### src/rtl/if_fetch_queue.sv
// ============================================================================
// Module   : if_fetch_queue
// Purpose  : Circular PC/instruction queue between the fetch and decode stages,
//            with flush and an optional pass-through path (IFQ_BYPASS_EN).
// Revision : 1.0  initial release
// ============================================================================
`default_nettype none

module if_fetch_queue #(
  parameter int DEPTH = 4,
  parameter int AW    = 32,
  parameter int DW    = 32
) (
  input  logic                     clk,
  input  logic                     rst,
  input  logic                     in_valid,
  input  logic [AW-1:0]            in_pc,
  input  logic [DW-1:0]            in_inst,
  output logic                     in_ready,
  output logic                     stall_req,
  output logic                     out_valid,
  output logic [AW-1:0]            out_pc,
  output logic [DW-1:0]            out_inst,
  input  logic                     out_ready,
  input  logic                     flush,
  output logic [$clog2(DEPTH):0]   count
);

  localparam int c_PW = $clog2(DEPTH);
  localparam int c_CW = c_PW + 1;
  localparam logic [c_CW-1:0] c_FULL    = c_CW'(DEPTH);
  localparam logic [c_CW-1:0] c_CNT_ONE = c_CW'(1);
  localparam logic [c_PW-1:0] c_PTR_ONE = c_PW'(1);

  logic [AW-1:0]   r_mem_pc   [DEPTH];
  logic [DW-1:0]   r_mem_inst [DEPTH];
  logic [c_PW-1:0] r_wr_ptr;
  logic [c_PW-1:0] r_rd_ptr;
  logic [c_CW-1:0] r_count;

  logic w_empty;
  logic w_byp;
  logic w_push;
  logic w_pop;

  assign w_empty = (r_count == '0);

`ifdef IFQ_BYPASS_EN
  // Gated by rst so the outputs stay quiet while reset is held.
  assign w_byp = rst & w_empty & in_valid & ~flush;
`else
  assign w_byp = 1'b0;
`endif

  assign in_ready  = (r_count != c_FULL);
  assign stall_req = ~in_ready;
  assign out_valid = ~w_empty | w_byp;
  assign out_pc    = w_byp ? in_pc   : (w_empty ? '0 : r_mem_pc[r_rd_ptr]);
  assign out_inst  = w_byp ? in_inst : (w_empty ? '0 : r_mem_inst[r_rd_ptr]);
  assign count     = r_count;

  // A bypassed pair that decode takes immediately never enters storage.
  assign w_push = in_valid & in_ready & ~flush & ~(w_byp & out_ready);
  assign w_pop  = ~w_empty & out_ready & ~flush;

  always_ff @(posedge clk or negedge rst) begin
    if (!rst) begin
      r_wr_ptr <= '0;
      r_rd_ptr <= '0;
      r_count  <= '0;
      for (int i = 0; i < DEPTH; i++) begin
        r_mem_pc[i]   <= '0;
        r_mem_inst[i] <= '0;
      end
    end else if (flush) begin
      r_wr_ptr <= '0;
      r_rd_ptr <= '0;
      r_count  <= '0;
    end else begin
      if (w_push) begin
        r_mem_pc[r_wr_ptr]   <= in_pc;
        r_mem_inst[r_wr_ptr] <= in_inst;
        r_wr_ptr             <= r_wr_ptr + c_PTR_ONE;
      end
      if (w_pop) begin
        r_rd_ptr <= r_rd_ptr + c_PTR_ONE;
      end
      case ({w_push, w_pop})
        2'b10:   r_count <= r_count + c_CNT_ONE;
        2'b01:   r_count <= r_count - c_CNT_ONE;
        default: r_count <= r_count;
      endcase
    end
  end

endmodule

`default_nettype wire

### config.mk
export PLATFORM = sky130hd
export DESIGN_NAME = if_fetch_queue
export DESIGN_NICKNAME = d
export VERILOG_FILES = /design/src/rtl/if_fetch_queue.sv
export SDC_FILE = /design/constraint.sdc
export NUM_CORES = 1
export LEC_CHECK = 0
export BUFFER_PORTS_ARGS = -buffer_cell sky130_fd_sc_hd__buf_2
export CORE_UTILIZATION = 55
export DETAILED_ROUTE_END_ITERATION = 12
export PLACE_DENSITY = 0.75
export SLEW_MARGIN = 20
export SYNTH_ARGS = -nofsm -noshare
export SYNTH_HDL_FRONTEND = slang
export SYNTH_SLANG_ARGS = --single-unit
### constraint.sdc
create_clock -name clk -period 5.7 [get_ports clk]
set_input_delay 0.285 -clock clk [delete_from_list [all_inputs] [get_ports clk]]
set_output_delay 0.285 -clock clk [all_outputs]
set_load 0.01 [all_outputs]
# After elaboration in Yosys (flattened, before gate mapping)
# Index checks and enable logic that the tools add are counted.
[word_totals]
ff_bits = 263
latch_bits = 0
ram_bits = 0
romBits = 0
in_bits = 69
out_inout_bits = 70
n_memories = 0
[classes]
n_addsub = 4
multipliers = 0
n_div = 0
order_cmp = 3
n_eq_ne = 3
shifts = 0
muxes = 18
bitwise_logic = 9
reduce_logical = 6
[ops]
columns = ["operator", "n"]
rows = [
  ["$bwmux W128", 2],
  ["$mux W32", 7],
  ["$bmux W32 S2", 2],
  ["$demux W32 S2", 1],
  ["$mux W2", 4],
  ["$ge A3 B3 Y1 const B", 2],
  ["$not A2 Y3", 2],
  ["$pmux W3 S2", 1],
  ["$add A2 B1 Y2 const B", 2],
  ["$and A1 B1 Y1", 4],
  ["$reduce_bool A2 Y1", 2],
  ["$add A3 B1 Y3 const B", 1],
  ["$logic_not A3 Y1", 1],
  ["$lt A3 B1 Y1 const B", 1],
  ["$mux W3", 1],
  ["$ne A3 B3 Y1 const B", 1],
  ["$not A1 Y1", 3],
  ["$reduce_bool A3 Y1", 1],
  ["$sub A3 B1 Y3 const B", 1],
  ["$eq A2 B1 Y1 const B", 1],
  ["$eq A2 B2 Y1 const B", 1],
  ["$reduce_and A2 Y1", 1],
  ["$logic_and A1 B1 Y1", 1],
]

# Logic depth before layout (Yosys ltp)
# Gate-level depths: netlist of run 1.
[depth]
word_depth = 7
depth_mapped = 7
depth_no_buf = 6

# Worst setup path after synthesis of run 1
# No wires, ideal clock.
[synth_path]
path_type = "register to register"
startpoint = "register r_count[0] (netlist: count[0])"
endpoint = "register r_count[2] (netlist: count[2])"
setup_time_ns = 0.082
arrival_time_ns = 2.087
required_time_ns = 5.618
path_slack_ns = 3.532
path_stages_with_launch = 8
n_path_buf = 1
synth_period_minus_slack_ns = 2.168
cell_sequence = "dfrtp_1 buf_2 o31ai_1 nor3_1 fa_1 nand2b_1 or4_1 a31oi_1"
[synth_via]
elab_chain_len = 7
elab_cells_between_ends = 14
[synth_rtl]
columns = ["element", "line_no", "text"]
rows = [
  ["from (decl)", "39", "logic [c_CW-1:0] r_count;"],
  ["from (signal assigned)", "89", "2'b10: r_count <= r_count + c_CNT_ONE;"],
  ["from (signal assigned)", "90", "2'b01: r_count <= r_count - c_CNT_ONE;"],
  ["from (signal assigned)", "91", "default: r_count <= r_count;"],
  ["$logic_not A3 Y1", "46", "assign w_empty = (r_count == '0);"],
  ["$not A1 Y1", "64", "assign w_pop = ~w_empty & out_ready & ~flush;"],
  ["$and A1 B1 Y1 (2 in series)", "64", ""],
  ["$eq A2 B1 Y1 or $eq A2 B2 Y1 (tied branches)", "88", "case ({w_push, w_pop})"],
  ["$pmux W3 S2", "88", ""],
  ["$mux W3", "75", "end else if (flush) begin"],
]
# Several ways; a longest one is shown, not always the timed one.
# A chain may end at the register's enable or synchronous reset.

# Final worst setup path of run 1
[layout_path]
startpoint = "register r_rd_ptr[0]"
endpoint = "output out_pc[29]"
[layout_via]
elab_chain_len = 5
[layout_rtl]
columns = ["element", "line_no", "text"]
rows = [
  ["from (decl)", "38", "logic [c_PW-1:0] r_rd_ptr;"],
  ["from (signal assigned)", "86", "r_rd_ptr <= r_rd_ptr + c_PTR_ONE;"],
  ["$not A2 Y3 (not written as such)", "58", "assign out_pc = w_byp ? in_pc : (w_empty ? '0 : r_mem_pc[r_rd_ptr]);"],
  ["$bmux W32 S2", "58", ""],
  ["$mux W32 (not written as such) (2 in series)", "58", ""],
  ["$mux W32", "58", ""],
  ["to (decl)", "22", "output logic [AW-1:0] out_pc,"],
]
# Every way passes these cells. The select of a mux whose other input is x is not followed.

==> results of run 1 <==
==> per-layer routing <==
layer / vias to the layer above / track usage [%] / wire length [um]
li1: 2995 / - / -
met1: 3633 / 30.98 / 10900
met2: 162 / 38.84 / 12820
met3: 32 / 4.337 / 1144
met4: 4 / 5.700 / 365
met5: - / 0 / 30
==> worst paths after layout <==
path,endpoint
worst max-delay path,out_pc[29]
worst min-delay path,r_mem_inst[95]
worst max register to register,r_mem_inst[71]
worst min register to register,r_mem_pc[95]
max in group asynchronous,r_mem_inst[19]
min in group asynchronous,r_mem_pc[80]
==> worst max-delay path: stages (launching register included) <==
cell and delay [ns]:
dfrtp_4 1.01, buf_4 0.59, mux4_2 0.57, and2_1 0.18
buf_2 0.14
==> cell usage after synthesis, types with 2 or more instances <==
cell type  count  area [um2]
and2_1        64       400.4
mux2_4        60       900.9
nand3_1        4       20.02
mux4_2        64        1441
o2111ai_1      2       17.52
inv_1          6       22.52
clkbuf_1      15       56.30
o21ai_0        2       10.01
buf_1          4       15.01
nand2_1        2       7.510
buf_2         24       120.1
mux2_2       193        2173
xor2_1         2       17.52
dfrtp_1      263        6581
a21oi_1        3       15.01
buf_12         7       140.1
mux2_1         4       45.04
ha_1           4       50.05
nand3_2        3       30.03
buf_6          2       22.52
nor2_1         5       18.77
==> area by class of cell <==
class	instances	area [um2]	area share (%)
flip-flops and latches	263	6586	46.87
multi-input cells	429	5311	37.79
clock buffers	44	902.1	6.419
repair buffers	147	783.3	5.573
well taps	280	350.3	2.493
clock inverters	7	85.08	0.6054
inverters	6	22.52	0.1603
diodes	5	12.51	0.08903
==> power groups by stage <==
stage	registers [W]	logic [W]	clock network, W
after CTS	0.00268	0.00130	0.00192
after global placement	0.00264	0.00123	0
after floorplan	0.00257	0.00102	0
final	0.00268	0.00128	0.00188
after global routing	0.00274	0.00139	0.00199
after detailed placement	0.00270	0.00129	0
==> through the flow <==
stage | utilization, % | setup slack, ns | hold slack, ns | instance area (um2)
floorplan | - | 3.532 | -0.01059 | 12250
global placement | 59.77 | 2.745 | 0.4569 | 13040
detailed placement | 59.77 | 2.660 | 0.4735 | 13040
CTS | 64.34 | 2.205 | 0.008675 | 14040
global route | 64.35 | 2.099 | 0.02138 | 14040
finish | 64.40 | 2.337 | 0.02731 | 14050
==> flip-flops by register name, summed over array words and instances, names as in the netlist <==
signal and count:
r_mem_inst 128, r_mem_pc 128, r_rd_ptr 2, count 3, r_wr_ptr 2
==> kinds of logic (layout without fill, tap and decap cells) <==
group,after synthesis,after routing,synth area share [%]
other,0,5,0
AND/OR/NAND/NOR,86,86,4.363
AO/OA/AOI/OAI,14,14,0.7869
multiplexers,321,321,37.24
buffers and inverters,58,204,3.075
XOR/XNOR,3,3,0.2146
flip-flops,263,263,53.74
adder cells (fa/ha/maj),5,5,0.5722
==> flow_summary_export.csv, run 1 <==
group,metric,value,unit
die,start_util,56.11,%
clocking,h-tree-depth,1,
grt,antenna_found_initial,5,
placed_design,gpl.final_weighted_congestion,0.7711,
routing,drt_iter0_markers,345,
clocking,numCtsBuffers,28,
worst_setup_path,required,5.41,ns
placed_design,dp.cells,1124,
worst_setup_path,crit_type,"reg -> out",
placed_design,io_buffers,138,
worst_setup_path,ff2ff_setup_slack,2.79,ns
power_and_ir_drop,power_frac_seq,45.8,%
worst_setup_path,crit_fanout,43,
sta,worst_slew_pin_slew,1.055,ns
sta,period_needed,3.363,ns
yosys,synth_edf_count,0,
worst_setup_path,cp-end-kind,"output pin",
finish,drive_gt1_share,57.92,%
sta,fin_tns_setup,0,ns
finish,nets,949,
worst_setup_path,reg2reg_depth,4,
sta,slew_violations,0,
grt,grt_overflow_total,0,
finish,layout_common_cells,"dfrtp_1, mux2_2, buf_2",
clocking,cts.sinks,263,
routing,drc,0,
sta,setup_viol,0,
clocking,root_buffer,"clkbuf_16",
clocking,clk_latency,0.53,ns
power_and_ir_drop,p_leak,6.521,nW
clocking,cts.clk_slew.worst_paths,0.06,ns
worst_hold_path,min_path_cells,2,
routing,antenna_left,0,
power_and_ir_drop,p_switching,0.001456,W
yosys,ys_ff_latch,263,
die,die_w,151.2,um
yosys,ys_types,38,
clocking,clk_path_buf_depth,3,
run_status,status,"completed",
yosys,synthesis.nets,824,
grt,grt_usage,23.09,%
finish,syn_to_final_growth,14.76,%
sta,finClkSkew,0.009381,ns
sta,finalHoldViolations,0,
grt,grt_pass1_vias,7514,
power_and_ir_drop,peakVddDrop,0.2334,mV
sta,rsz0062_at_grt,"false",
flow_run,drv_cap,0,
clocking,cts_tree,"done",
worst_hold_path,worst_hold_startpoint,"in_inst[31]",
routing,vias,6826,
die,die_h,151.2,um
grt,grt_max_degree,133,
worst_setup_path,worstSetupStartpointType,"register",
yosys,yosys_most_used_dff,"dfrtp_1",
routing,via_per_inst,5.780,
yosys,syn_inst,750,
die,fp.coreArea,0.02182,mm2
power_and_ir_drop,power_density,415.8,mW/mm2
worst_setup_path,crit_arrival,3.08,ns
routing,drt_pre_antenna_iters,4,
power_and_ir_drop,p_comb_share,21.9,%
routing,routed_wl,25260,um
routing,avgRoutedWirePerCell,21.39,um
yosys,yosysWarningCount,0,
sta,relSlewSlack,29.65,%
finish,final_cells,1181,
sta,fin_crit_sh,59.00,%
die,die_area,0.02287,mm2
worst_hold_path,hp-class,"in -> reg",
yosys,ys_seq_area_share,53.74,%
grt,grt_pass1_wl,40500,um
power_and_ir_drop,p_total,0.005843,W
yosys,netlist_area,0.01225,mm2
clocking,postCtsResizedCells,0,
yosys,avgSynthCellArea,16.33,um2
sta,fmax,297.4,MHz
finish,layout_commonest_cell,"dfrtp_1",
yosys,async_reset_ff_share,100.0,%
die,fp-row-count,54,
worst_setup_path,setup.worst_path.start,"r_rd_ptr[0]",
die,ios,139,
placed_design,dp.final_hpwl,14890,um
finish,nFillCells,1560,
clocking,postCtsSetupBuffers,0,
power_and_ir_drop,p_int,0.004387,W
power_and_ir_drop,p_clk_share,32.2,%
worst_setup_path,r2r-start,"count[1]",
power_and_ir_drop,power.share.switching,24.92,%
clocking,hold_buffers,1,
Note: power is estimated with default switching activity, not from simulation.
==> run 2, diff against run 1 <==
--- a/config.mk
+++ b/config.mk
@@ -6,7 +6,7 @@
 export NUM_CORES = 1
 export LEC_CHECK = 0
 export BUFFER_PORTS_ARGS = -buffer_cell sky130_fd_sc_hd__buf_2
-export CORE_UTILIZATION = 55
+export CORE_UTILIZATION = 53
 export DETAILED_ROUTE_END_ITERATION = 12
 export PLACE_DENSITY = 0.75
 export SLEW_MARGIN = 20
==> constraint.sdc (replaced) <==
create_clock -name clk -period 2.9 [get_ports clk]
set_input_delay 0.145 -clock clk [delete_from_list [all_inputs] [get_ports clk]]
set_output_delay 0.145 -clock clk [all_outputs]
set_load 0.01 [all_outputs]
==> run 2 against run 1 <==
Compared with the run above: total power increased by 99%; sequential power grew 95%; largest cell class unchanged; global-route usage is 1.1 points lower; setup slack worse by 2.0 ns; clock skew rose by 0.0058 ns; largest power group unchanged; final cell count up 7.0%; critical path depth is the same; worst hold slack gained 0.042 ns; count of clock-buffer cells in the layout is 3 higher; sequential cell count is the same.
==> flow_summary_export.csv, run 2 (synthesized netlist as in run 1, its figures left out) <==
group,metric,value,unit
die,die_area,0.02372,mm2
flow_run,drv_cap,0,
sta,finClkSkew,0.01517,ns
worst_setup_path,timing.critical_path.buf_inv,2,
die,fp.coreArea,0.02264,mm2
power_and_ir_drop,p_leak,6.912,nW
placed_design,dp_slack,0.6380,ns
worst_setup_path,required,2.76,ns
finish,nets,1031,
grt,grt_max_degree,75,
clocking,cts_tree,"done",
finish,layout_commonest_cell,"dfrtp_1",
worst_setup_path,crit_arrival,2.40,ns
die,die_h,154,um
clocking,h-tree-depth,1,
clocking,postCtsResizedCells,0,
clocking,clk_latency,0.54,ns
placed_design,dp.cells,1144,
routing,avgRoutedWirePerCell,19.86,um
sta,setup_viol,0,
worst_setup_path,path_cells,"buf_4 > mux4_2 > and2_1 > buf_2",
power_and_ir_drop,peakVddDrop,0.5082,mV
routing,drc,0,
routing,routed_wl,25110,um
finish,syn_to_final_growth,22.10,%
run_status,status,"completed",
grt,grt_usage,22.02,%
worst_setup_path,worstSetupStartpointType,"register",
sta,worst_slew_pin_slew,0.6421,ns
finish,diodes,0,
placed_design,io_buffers,138,
die,die_w,154,um
sta,hold-worst-slack,0.06961,ns
worst_setup_path,critPathTopFamily,"flip-flops",
routing,drt_pre_antenna_iters,4,
routing,drt_iter0_markers,355,
routing,vias,7091,
clocking,cts.sinks,263,
clocking,root_buffer,"clkbuf_16",
sta,fin_crit_sh,87.77,%
grt,grt_pass1_wl,41320,um
worst_setup_path,crit_type,"reg -> out",
finish,layout_common_cells,"dfrtp_1, mux2_2, buf_2",
placed_design,gpl.final_weighted_congestion,0.7354,
clocking,cts.clk_slew.worst_paths,0.06,ns
worst_setup_path,cp-end-kind,"output pin",
finish,drive_gt1_share,54.44,%
sta,finalHoldViolations,0,
finish,fin_area,0.01495,mm2
die,fp-row-count,55,
worst_setup_path,crit_fanout,19,
grt,grt_pass1_vias,7631,
finish,nFillCells,1594,
sta,fmax,392.9,MHz
clocking,numCtsBuffers,29,
sta,final.setup.worst_slack,0.3548,ns
sta,slew_violations,0,
routing,antenna_left,0,
die,ios,139,
worst_hold_path,hp-class,"in -> reg",
sta,period_needed,2.545,ns
placed_design,place_area,0.01329,mm2
placed_design,dp.final_hpwl,14720,um
worst_setup_path,crit_path_top_delay_cell,"dfrtp_4",
routing,via_per_inst,5.610,
grt,grt_overflow_total,0,
sta,fin_tns_setup,0,ns
finish,final_cells,1264,
sta,rsz0062_at_grt,"false",
sta,relSlewSlack,57.11,%
power_and_ir_drop,power_density,776.3,mW/mm2
die,start_util,54.09,%
clocking,clk_path_buf_depth,3,
worst_setup_path,max_stage_delay,0.70,ns
grt,antenna_found_initial,0,
run 2: area by class of cell:
class                      count  area [um2]  area share, %
sequential                   263        6586          44.05
inverter                       6       22.52         0.1506
clock buffer                  47       913.4          6.109
tap                          285       356.6          2.385
multi-input combinational    429        5311          35.52
clock inverter                 6       80.08         0.5356
timing repair buffer         228        1682          11.25
run 2: tightest hold or removal path: stages:
cell	delay (ns)
buf_2	0.19
xnor2_1	0.11
nand2_1	0.07
a21oi_1	0.05
run 2: path summary, 6_finish.rpt:
check | start | endpoint | slack [ns] | cells past startpoint
setup / recovery | r_rd_ptr[0] | out_pc[25] | 0.35 | 4
hold / removal | out_ready | count[0] | 0.07 | 4
setup reg to reg | count[0] | count[2] | 0.62 | 6
hold reg to reg | r_mem_pc[65] | r_mem_pc[65] | 0.49 | 1
max in group asynchronous | rst | r_mem_inst[70] | 1.88 | 3
min in group asynchronous | rst | r_mem_pc[14] | 0.19 | 2
run 2: metal layers:
layer | track usage [%] | vias to the layer above | wire length [um] | part of all wire (%)
li1 | - | 3154 | - | -
met2 | 36.97 | 154 | 12420 | 49
met3 | 3.777 | 38 | 1041 | 4.1
met4 | 5.000 | 0 | 503 | 2.0
met5 | 0 | - | 0 | 0
met1 | 30.15 | 3745 | 11140 | 44
run 2: timing repair:
action | 4_1_cts | 5_1_grt
buffers inserted | 0 | 0
endpoints found under the hold margin | 332 | 0
hold buffers | 67 | 0
run 2: per-stage QoR:
step           power (W)  utilization (%)
2_1_floorplan   0.007055                -
3_3_place_gp    0.007719            58.69
3_5_place_dp    0.007841            58.69
4_1_cts          0.01171            66.04
5_1_grt          0.01217            66.04
6_report         0.01161            66.04
run 2: report_power, final:
group	internal [W]	switching, W
combinational	0.00174	0.000899
clock	0.00231	0.00144
sequential	0.00468	0.000540
total	0.00873	0.00288
